`src/rtl/data_mem_ctrl.sv`:
```
// data_mem_ctrl: data-memory controller between the MEM-stage data port
// and a single-port, word-wide block RAM with 1-cycle read latency and no
// byte enables.
//
// - Word stores are written straight through and never stall.
// - Loads read the RAM word, extract the lane, and sign- or zero-extend it.
// - Byte and halfword stores do a read-modify-write of the whole word.
//
// The FSM state is the internal signal `state`, of type state_t.
//
// Optional feature, enabled by the DMEM_MISALIGN_TRAP_EN macro:
// - Misaligned halfword and word accesses are trapped.
// - A trapped access issues no RAM strobe and pulses misalign_err.
// - A trapped load returns 0.
// Without the macro:
// - The offending low address bits are ignored.
// - misalign_err is tied low.
//
// Handshake:
// - The CPU presents memread/memwrite with addr/wr_data/sign_mask.
// - stall is combinational. While stall=1 the CPU holds every request
//   input stable.
// - An access is complete in the first cycle with stall=0.
// - rd_valid pulses for one cycle in that cycle for loads, with rd_data
//   already updated.
module data_mem_ctrl #(
  parameter int ADDR_WIDTH = 12
) (
  input  logic                  clk,
  input  logic                  rst_n,
  input  logic [31:0]           addr,
  input  logic [31:0]           wr_data,
  input  logic                  memwrite,
  input  logic                  memread,
  input  logic [3:0]            sign_mask,
  output logic [31:0]           rd_data,
  output logic                  rd_valid,
  output logic                  stall,
  output logic                  misalign_err,
  output logic [ADDR_WIDTH-1:0] ram_addr,
  output logic                  ram_en,
  output logic                  ram_we,
  output logic [31:0]           ram_wdata,
  input  logic [31:0]           ram_rdata
);

  typedef enum logic [1:0] {
    IDLE     = 2'd0,
    RD_WAIT  = 2'd1,
    RMW_WAIT = 2'd2,
    DONE     = 2'd3
  } state_t;

  state_t state, state_nx;

  // Access attributes captured when a multi-cycle access leaves IDLE
  logic [ADDR_WIDTH-1:0] addr_q;
  logic [1:0]            off_q;
  logic                  half_q;
  logic                  word_q;
  logic                  unsigned_q;
  logic [15:0]           wdata_q;

  // Request decode
  logic is_word, is_half, is_load, misalign, capture;
  logic stall_c, en_c, we_c;
  logic [31:0] load_fmt, merged;

  // Size decode: [2] set means word, [1] set alone means half, else byte
  assign is_word = sign_mask[2];
  assign is_half = sign_mask[1] & ~sign_mask[2];
  // Both strobes high is a store, so it never counts as a load
  assign is_load = memread & ~memwrite;

`ifdef DMEM_MISALIGN_TRAP_EN
  assign misalign = (memread | memwrite) &
                    ((is_half & addr[0]) | (is_word & (addr[1:0] != 2'b00)));
`else
  assign misalign = 1'b0;
`endif

  // Bits deliberately ignored: sign_mask[0] is implied by the size code,
  // and the high address bits wrap
  logic unused_bits;
  assign unused_bits = ^{sign_mask[0], addr[31:ADDR_WIDTH+2]};

  // Lane extraction and extension of the returned RAM word
  always_comb begin
    load_fmt = 32'h0;
    if (word_q) begin
      load_fmt = ram_rdata;
    end else if (half_q) begin
      logic [15:0] h;
      h = off_q[1] ? ram_rdata[31:16] : ram_rdata[15:0];
      load_fmt = unsigned_q ? {16'h0, h} : {{16{h[15]}}, h};
    end else begin
      logic [7:0] b;
      case (off_q)
        2'd0:    b = ram_rdata[7:0];
        2'd1:    b = ram_rdata[15:8];
        2'd2:    b = ram_rdata[23:16];
        default: b = ram_rdata[31:24];
      endcase
      load_fmt = unsigned_q ? {24'h0, b} : {{24{b[7]}}, b};
    end
  end

  // Merge of the stored lane into the word read back from RAM
  always_comb begin
    merged = ram_rdata;
    if (half_q) begin
      if (off_q[1]) merged[31:16] = wdata_q;
      else          merged[15:0]  = wdata_q;
    end else begin
      case (off_q)
        2'd0:    merged[7:0]   = wdata_q[7:0];
        2'd1:    merged[15:8]  = wdata_q[7:0];
        2'd2:    merged[23:16] = wdata_q[7:0];
        default: merged[31:24] = wdata_q[7:0];
      endcase
    end
  end

  // Next-state and RAM strobe logic
  always_comb begin
    state_nx  = state;
    stall_c   = 1'b0;
    en_c      = 1'b0;
    we_c      = 1'b0;
    capture   = 1'b0;
    ram_addr  = addr[ADDR_WIDTH+1:2];
    ram_wdata = wr_data;
    case (state)
      IDLE: begin
        if (memread | memwrite) begin
          if (misalign) begin
            stall_c  = 1'b1;
            capture  = 1'b1;
            state_nx = DONE;
          end else if (memwrite && is_word) begin
            en_c = 1'b1;
            we_c = 1'b1;
          end else if (memwrite) begin
            en_c     = 1'b1;
            stall_c  = 1'b1;
            capture  = 1'b1;
            state_nx = RMW_WAIT;
          end else begin
            en_c     = 1'b1;
            stall_c  = 1'b1;
            capture  = 1'b1;
            state_nx = RD_WAIT;
          end
        end
      end
      RD_WAIT: begin
        stall_c  = 1'b1;
        ram_addr = addr_q;
        state_nx = DONE;
      end
      RMW_WAIT: begin
        stall_c   = 1'b1;
        en_c      = 1'b1;
        we_c      = 1'b1;
        ram_addr  = addr_q;
        ram_wdata = merged;
        state_nx  = DONE;
      end
      default: begin
        ram_addr = addr_q;
        state_nx = IDLE;
      end
    endcase
  end

  // Strobes and stall are forced low while reset is asserted
  assign stall  = stall_c & rst_n;
  assign ram_en = en_c & rst_n;
  assign ram_we = we_c & rst_n;

  // State register
  always_ff @(posedge clk or negedge rst_n) begin
    if (!rst_n) state <= IDLE;
    else        state <= state_nx;
  end

  // Capture of the access attributes when leaving IDLE
  always_ff @(posedge clk or negedge rst_n) begin
    if (!rst_n) begin
      addr_q     <= '0;
      off_q      <= 2'b00;
      half_q     <= 1'b0;
      word_q     <= 1'b0;
      unsigned_q <= 1'b0;
      wdata_q    <= 16'h0;
    end else if (capture) begin
      addr_q     <= addr[ADDR_WIDTH+1:2];
      off_q      <= addr[1:0];
      half_q     <= is_half;
      word_q     <= is_word;
      unsigned_q <= sign_mask[3];
      wdata_q    <= wr_data[15:0];
    end
  end

  // Load result register and the one-cycle completion pulse
  always_ff @(posedge clk or negedge rst_n) begin
    if (!rst_n) begin
      rd_data  <= 32'h0;
      rd_valid <= 1'b0;
    end else begin
      rd_valid <= 1'b0;
      if (state == RD_WAIT) begin
        rd_data  <= load_fmt;
        rd_valid <= 1'b1;
      end else if (state == IDLE && capture && misalign && is_load) begin
        rd_data  <= 32'h0;
        rd_valid <= 1'b1;
      end
    end
  end

`ifdef DMEM_MISALIGN_TRAP_EN
  // Trap pulse, raised during DONE of a trapped access
  logic err_q;
  always_ff @(posedge clk or negedge rst_n) begin
    if (!rst_n) err_q <= 1'b0;
    else        err_q <= (state == IDLE) && capture && misalign;
  end
  assign misalign_err = err_q;
`else
  assign misalign_err = 1'b0;
`endif

endmodule

```
`config.mk`:
```
export PLATFORM = sky130hd
export DESIGN_NAME = data_mem_ctrl
export DESIGN_NICKNAME = d
export VERILOG_FILES = /design/src/rtl/data_mem_ctrl.sv
export SDC_FILE = /design/constraint.sdc
export NUM_CORES = 1
export LEC_CHECK = 0
export ABC_AREA = 0
export BUFFER_PORTS_ARGS = -buffer_cell sky130_fd_sc_hd__buf_4
export CORE_ASPECT_RATIO = 1.2
export CORE_MARGIN = 3
export CORE_UTILIZATION = 52
export DETAILED_ROUTE_END_ITERATION = 8
export PLACE_DENSITY = 0.85
export SLEW_MARGIN = 0
export SYNTH_ARGS = -nofsm -noshare
export SYNTH_HDL_FRONTEND = slang
export SYNTH_SLANG_ARGS = --single-unit
```
`constraint.sdc`:
```
create_clock -name clk -period 2.8 [get_ports clk]
set_input_delay 0.42 -clock clk [delete_from_list [all_inputs] [get_ports clk]]
set_output_delay 0.42 -clock clk [all_outputs]
set_load 0.02 [all_outputs]
```
=== After elaboration in Yosys (flattened, before gate mapping) ===
Index checks and enable logic that the tools add are counted.
W data, S select, Z words.

* Logic and storage cells: 56
* Bits of input ports: 104
* Bits in writable memories: 0
* Output and inout bits: 81
* Bits in latches: 0
* Memories kept: 0
* Register bits: 68
* ROM bits: 0

* Mux-type cells: 29
* Add/subtract/negate cells: 0
* Reductions and logical operators: 6
* Divide/modulo/power cells: 0
* Multipliers: 0
* Order comparisons: 0
* Equality and inequality tests: 6
* Shifts and indexed selects: 0
* Bitwise logic cells: 6

{| class="wikitable"
|+ Operators with widths
! cell !! count
|-
| $mux W32 || 6
|-
| $mux W16 || 3
|-
| $mux W8 || 4
|-
| $pmux W8 S3 || 1
|-
| $mux W12 || 1
|-
| $mux W1 || 7
|-
| $mux W2 || 3
|-
| $pmux W1 S2 || 3
|-
| $and A1 B1 Y1 || 4
|-
| $eq A2 B1 Y1 const B || 2
|-
| $eq A2 B2 Y1 const B || 2
|-
| $logic_not A2 Y1 || 2
|-
| $ne A2 B2 Y1 const B || 2
|-
| $pmux W2 S2 || 1
|-
| $reduce_or A3 Y1 || 1
|-
| $reduce_and A2 Y1 || 1
|-
| $reduce_or A2 Y1 || 1
|-
| $logic_and A1 B1 Y1 || 1
|-
| $not A1 Y1 || 1
|-
| $or A1 B1 Y1 || 1
|}

=== Logic depth before layout (Yosys ltp) ===
* Word-level depth: 5
* Depth in mapped cells: 8
* Depth with buffers taken out: 6

=== Least setup slack after synthesis ===
No wires, ideal clock.

* Path kind: register to output
* From: reg state[0]
* To: out stall
* Arrival: 1830 ps
* Required time: 2380 ps
* Stages on the path, launching flop included: 9
* Setup slack: 550 ps
* Buffers on the path: 3
* Cells stage by stage: dfrtp_1 -> inv_1 -> ha_1 -> clkbuf_1 -> inv_1 -> or2_1 -> buf_6 -> buf_6 -> a21oi_1

* Cells in the longest elaborated chain, start to end: 4
* Elaborated cells between the ends (all ways): 6
* Those cells by class: eq/ne (2); mux (1); bitwise (1); reduce/logical (2)

{| class="wikitable"
|+ RTL lines
! what !! RTL line !! source
|-
| start, declared || 54 || <nowiki>state_t state, state_nx;</nowiki>
|-
| start signal, assigned || 184 || <nowiki>else state <= state_nx;</nowiki>
|-
| $eq A2 B1 Y1 / $eq A2 B2 Y1 (equally long branches) || 133 || <nowiki>case (state)</nowiki>
|-
| $reduce_or A2 Y1 (no line) || -- ||
|-
| $pmux W1 S2 * || 133 ||
|-
| $and A1 B1 Y1 * || 177 || <nowiki>assign stall = stall_c & rst_n;</nowiki>
|-
| end, declared || 38 || <nowiki>output logic stall,</nowiki>
|}

Mark *: on every way between the ends. The rest lies on a longest branch, timed or not.

=== Worst setup path after layout ===
* From: reg off_q[0]
* To: out ram_wdata[19]

* Cells in the longest elaborated chain, start to end: 4

{| class="wikitable"
|+ RTL lines
! what !! RTL line !! source
|-
| start, declared || 58 || <nowiki>logic [1:0] off_q;</nowiki>
|-
| start signal, assigned || 198 || <nowiki>off_q <= addr[1:0];</nowiki>
|-
| $eq A2 B2 Y1 || 115 || <nowiki>case (off_q)</nowiki>
|-
| $mux W8 || 115 ||
|-
| $mux W32 || 111 || <nowiki>if (half_q) begin</nowiki>
|-
| $mux W32 || 133 ||
|-
| end, declared || 43 || <nowiki>output logic [31:0] ram_wdata,</nowiki>
|}

No other way between the ends.

==> metrics.txt <==
clk_lat worst skew 0.34 ns; CTS H-tree depth 3; CP cell instances nand2b_1, nand2_1, mux2i_1, a21oi_1, buf_4; Total Wirelength 13100 microns; WS Path Type register to output port; simple-gate share of the synthesized area 0.122; num ports 185; Die ar. 9350 sq um; Synth Area in Compound Gates 0.199; min Tclk post-route 2.57 ns; Hold Fails Final Rpt 0; Setup crit start kind register; Max Freq 0.389 GHz; clock sink count 68; Leakage 2.92 nW; Required @ worst endpoint 2.38 ns; first-pass GRT wire length 20800 microns; CP Buf/Inv Count 1; launch point of the worst path off_q[0]$_DFFE_PN0P_; post-synthesis sequential area ratio 0.398; clock root cell clkbuf_8; DR iter-0 viols 314; fin nets 731; final-report max-slew violation count 0; Largest delay share family, worst path simple AND/OR/NAND/NOR gates; via count 4083; Vias per Instance 5.67; asr flop ratio synth 1.00; Reg2Reg Depth 6; mux share of post-synthesis cell area 0.189; Storage cell area 1700 sq um; synth unique cells 44; num rows 35; ratio of cells with drive above 1 in the final layout 0.371; yosys warns 0; power density cells 1310 nW/um^2; Antenna diodes 0; largest net degree at the start of global routing 69; area leader, netlist dfrtp_1; Synth Area in Adders 0.0117; vias in the first global route 4121; Max Cap Viol 0; syn_nets 579; DP Wirelength 10200 microns; Die Wd 88.8 microns; initial antenna violation count 0; RSZ-0062 raised after global routing false; Reg2Reg Launch Point state[0]$_DFFE_PN0P_; top cell type's share of synthesized area 0.398; antenna-violating nets left 0; Final setup viols 0; Synth Flop Type dfrtp_1; Worst-Margin Slew 0.849 ns; area grow syn2layout 33.3%; wire per inst 18.1 microns; Slew HR 0.434; Reg clk slew, reported paths 0.08 ns; CTS Buf Count 9; starting density of the core 0.545; final worst path period share 0.919; xor/xnor share of the synthesized area 0; # hold bufs at CTS 0; gr usage total 0.286; path type of the worst min-delay path primary input to async pin; Post-synth EDFFs 0; CP max stage delay 0.55 ns; CTS Buffer Depth 2; ranking of synthesized cells by area dfrtp_1 (40%), mux2_4 (7.4%), mux2i_1 (7.0%), nand2_1 (6.7%), a21oi_1 (3.5%); Residual DRC 0; clock skew 0.00908 ns; status completed; Pre-antenna DRT Iters 5; core box area 7840 sq um; CTS tree done; Setup Fix Bufs, Post-CTS 0; worst path arrival time 2.15 ns; Max FO, Critical Path 14; #FFs+latches synth 68; Worst setup EP type output port; combinational family with the most area after synthesis compound AO/OA/AOI/OAI gates; # resized after CTS 0; slowest CP cell nand2_1; peak supply drop 808 uV; Post-Syn Area 4270 sq um; chip height 105 microns; Routability Congestion 0.897; post-synthesis cell count 471; grt ovf 0; Multi-input gate area 2240 sq um; buffers added on ports 164; setup_tns 0 ns; fillers 611; Worst path depth 5; Syn Area/Cell 9.07 sq um; WHS 0.298 ns; final core occ 0.727
[synth_stat cells, types with 4 or more instances]
| cell | n |
|---|---|
| mux2_1 | 4 |
| clkbuf_1 | 21 |
| o311ai_1 | 6 |
| nand2_1 | 76 |
| mux2i_1 | 30 |
| dfrtp_1 | 68 |
| a21o_1 | 8 |
| o221ai_1 | 17 |
| o21ai_1 | 18 |
| ha_1 | 4 |
| nor2b_1 | 4 |
| mux2_4 | 21 |
| a21oi_1 | 30 |
| o21ai_0 | 21 |
| buf_2 | 6 |
| nor2_1 | 35 |
| o22ai_1 | 6 |
| a311oi_1 | 6 |
| mux2_2 | 13 |
| inv_1 | 36 |
| a2bb2oi_1 | 7 |
[per-layer routing]
| layer | wire, microns | vias up | track usage | part of all wire |
|---|---|---|---|---|
| li1 | - | 1961 | - | - |
| met5 | 0 | - | 0 | 0 |
| met4 | 378 | 0 | 0.102 | 0.029 |
| met3 | 1000 | 32 | 0.0680 | 0.077 |
| met2 | 6480 | 181 | 0.477 | 0.50 |
| met1 | 5190 | 1909 | 0.356 | 0.40 |
[state kept, by name (all words and copies together) (netlist names), 2 cells and up]
name	flops
wdata_q	16
addr_q	12
off_q	2
rd_data	32
state	2
[cell families after synthesis]
family	Yosys count
and+or+nand+nor	126
other	1
AOI/OAI and AO/OA	130
muxes	68
DFF	68
adders and majority gates	4
buffers and inverters	74
[final cells by class]
class                           instances  share of cell area
Sequential cell                        68               0.299
Clock inverter                          6             0.00681
Tap cell                               92              0.0202
Timing Repair Buffer                  176               0.232
Multi-Input combinational cell        329               0.392
Clock buffer                           10              0.0242
Inverter                               39              0.0257
[power breakdown]
part	internal, mW	switching [mW]	total (mW)
Combinational	2.14	2.71	4.85
Sequential	1.50	0.386	1.89
Clock	0.344	0.389	0.732
Total	3.99	3.48	7.47
[path summary, 6_finish.rpt]
kind / end / slack (ns)
setup / recovery: ram_wdata[19] / 0.23
hold / removal: addr_q[11]$_DFFE_PN0P_ / 0.30
setup reg to reg: wdata_q[0]$_DFFE_PN0P_ / 0.70
hold reg to reg: rd_data[21]$_DFFE_PN0P_ / 0.50
max in group asynchronous: rd_data[4]$_DFFE_PN0P_ / 1.95
min in group clk: word_q$_DFFE_PN0P_ / 0.30
[worst reg2reg max path, stage by stage, from the launching register on]
cell,delay (ns)
dfrtp_1,0.41
inv_1,0.09
ha_1,0.22
inv_1,0.12
or2_2,0.33
buf_4,0.44
mux2_1,0.37
[stage by stage]
| stage | worst slack (ns) | instance area, sq um | instances | power, mW |
|---|---|---|---|---|
| 4_1_cts | 0.222 | 5700 | 720 | 7.49 |
| 5_1_grt | 0.0373 | 5700 | 720 | 7.99 |
| 6_report | 0.228 | 5700 | 720 | 7.47 |
| 2_1_floorplan | 0.550 | 4270 | 471 | 5.09 |
| 3_3_place_gp | 0.644 | 5520 | 704 | 6.62 |
| 3_5_place_dp | 0.608 | 5520 | 704 | 6.75 |
[placed cells by master, fill, tap and decap left out, types with 3 or more instances in the layout]
cell type,count
o21ai_1,18
clkbuf_8,10
clkinv_2,3
dfrtp_1,68
nand2_1,76
mux2_2,13
nand2b_1,3
o22ai_1,6
a21o_1,8
a311oi_1,6
inv_1,36
a2bb2oi_1,7
nor3b_1,3
o221ai_1,17
mux2i_1,30
mux2_4,21
o311ai_1,6
mux2_1,4
a21oi_1,30
o21ai_0,21
nor2_1,35
nor2b_1,4
buf_4,176
(Power assumes the default switching activity.)
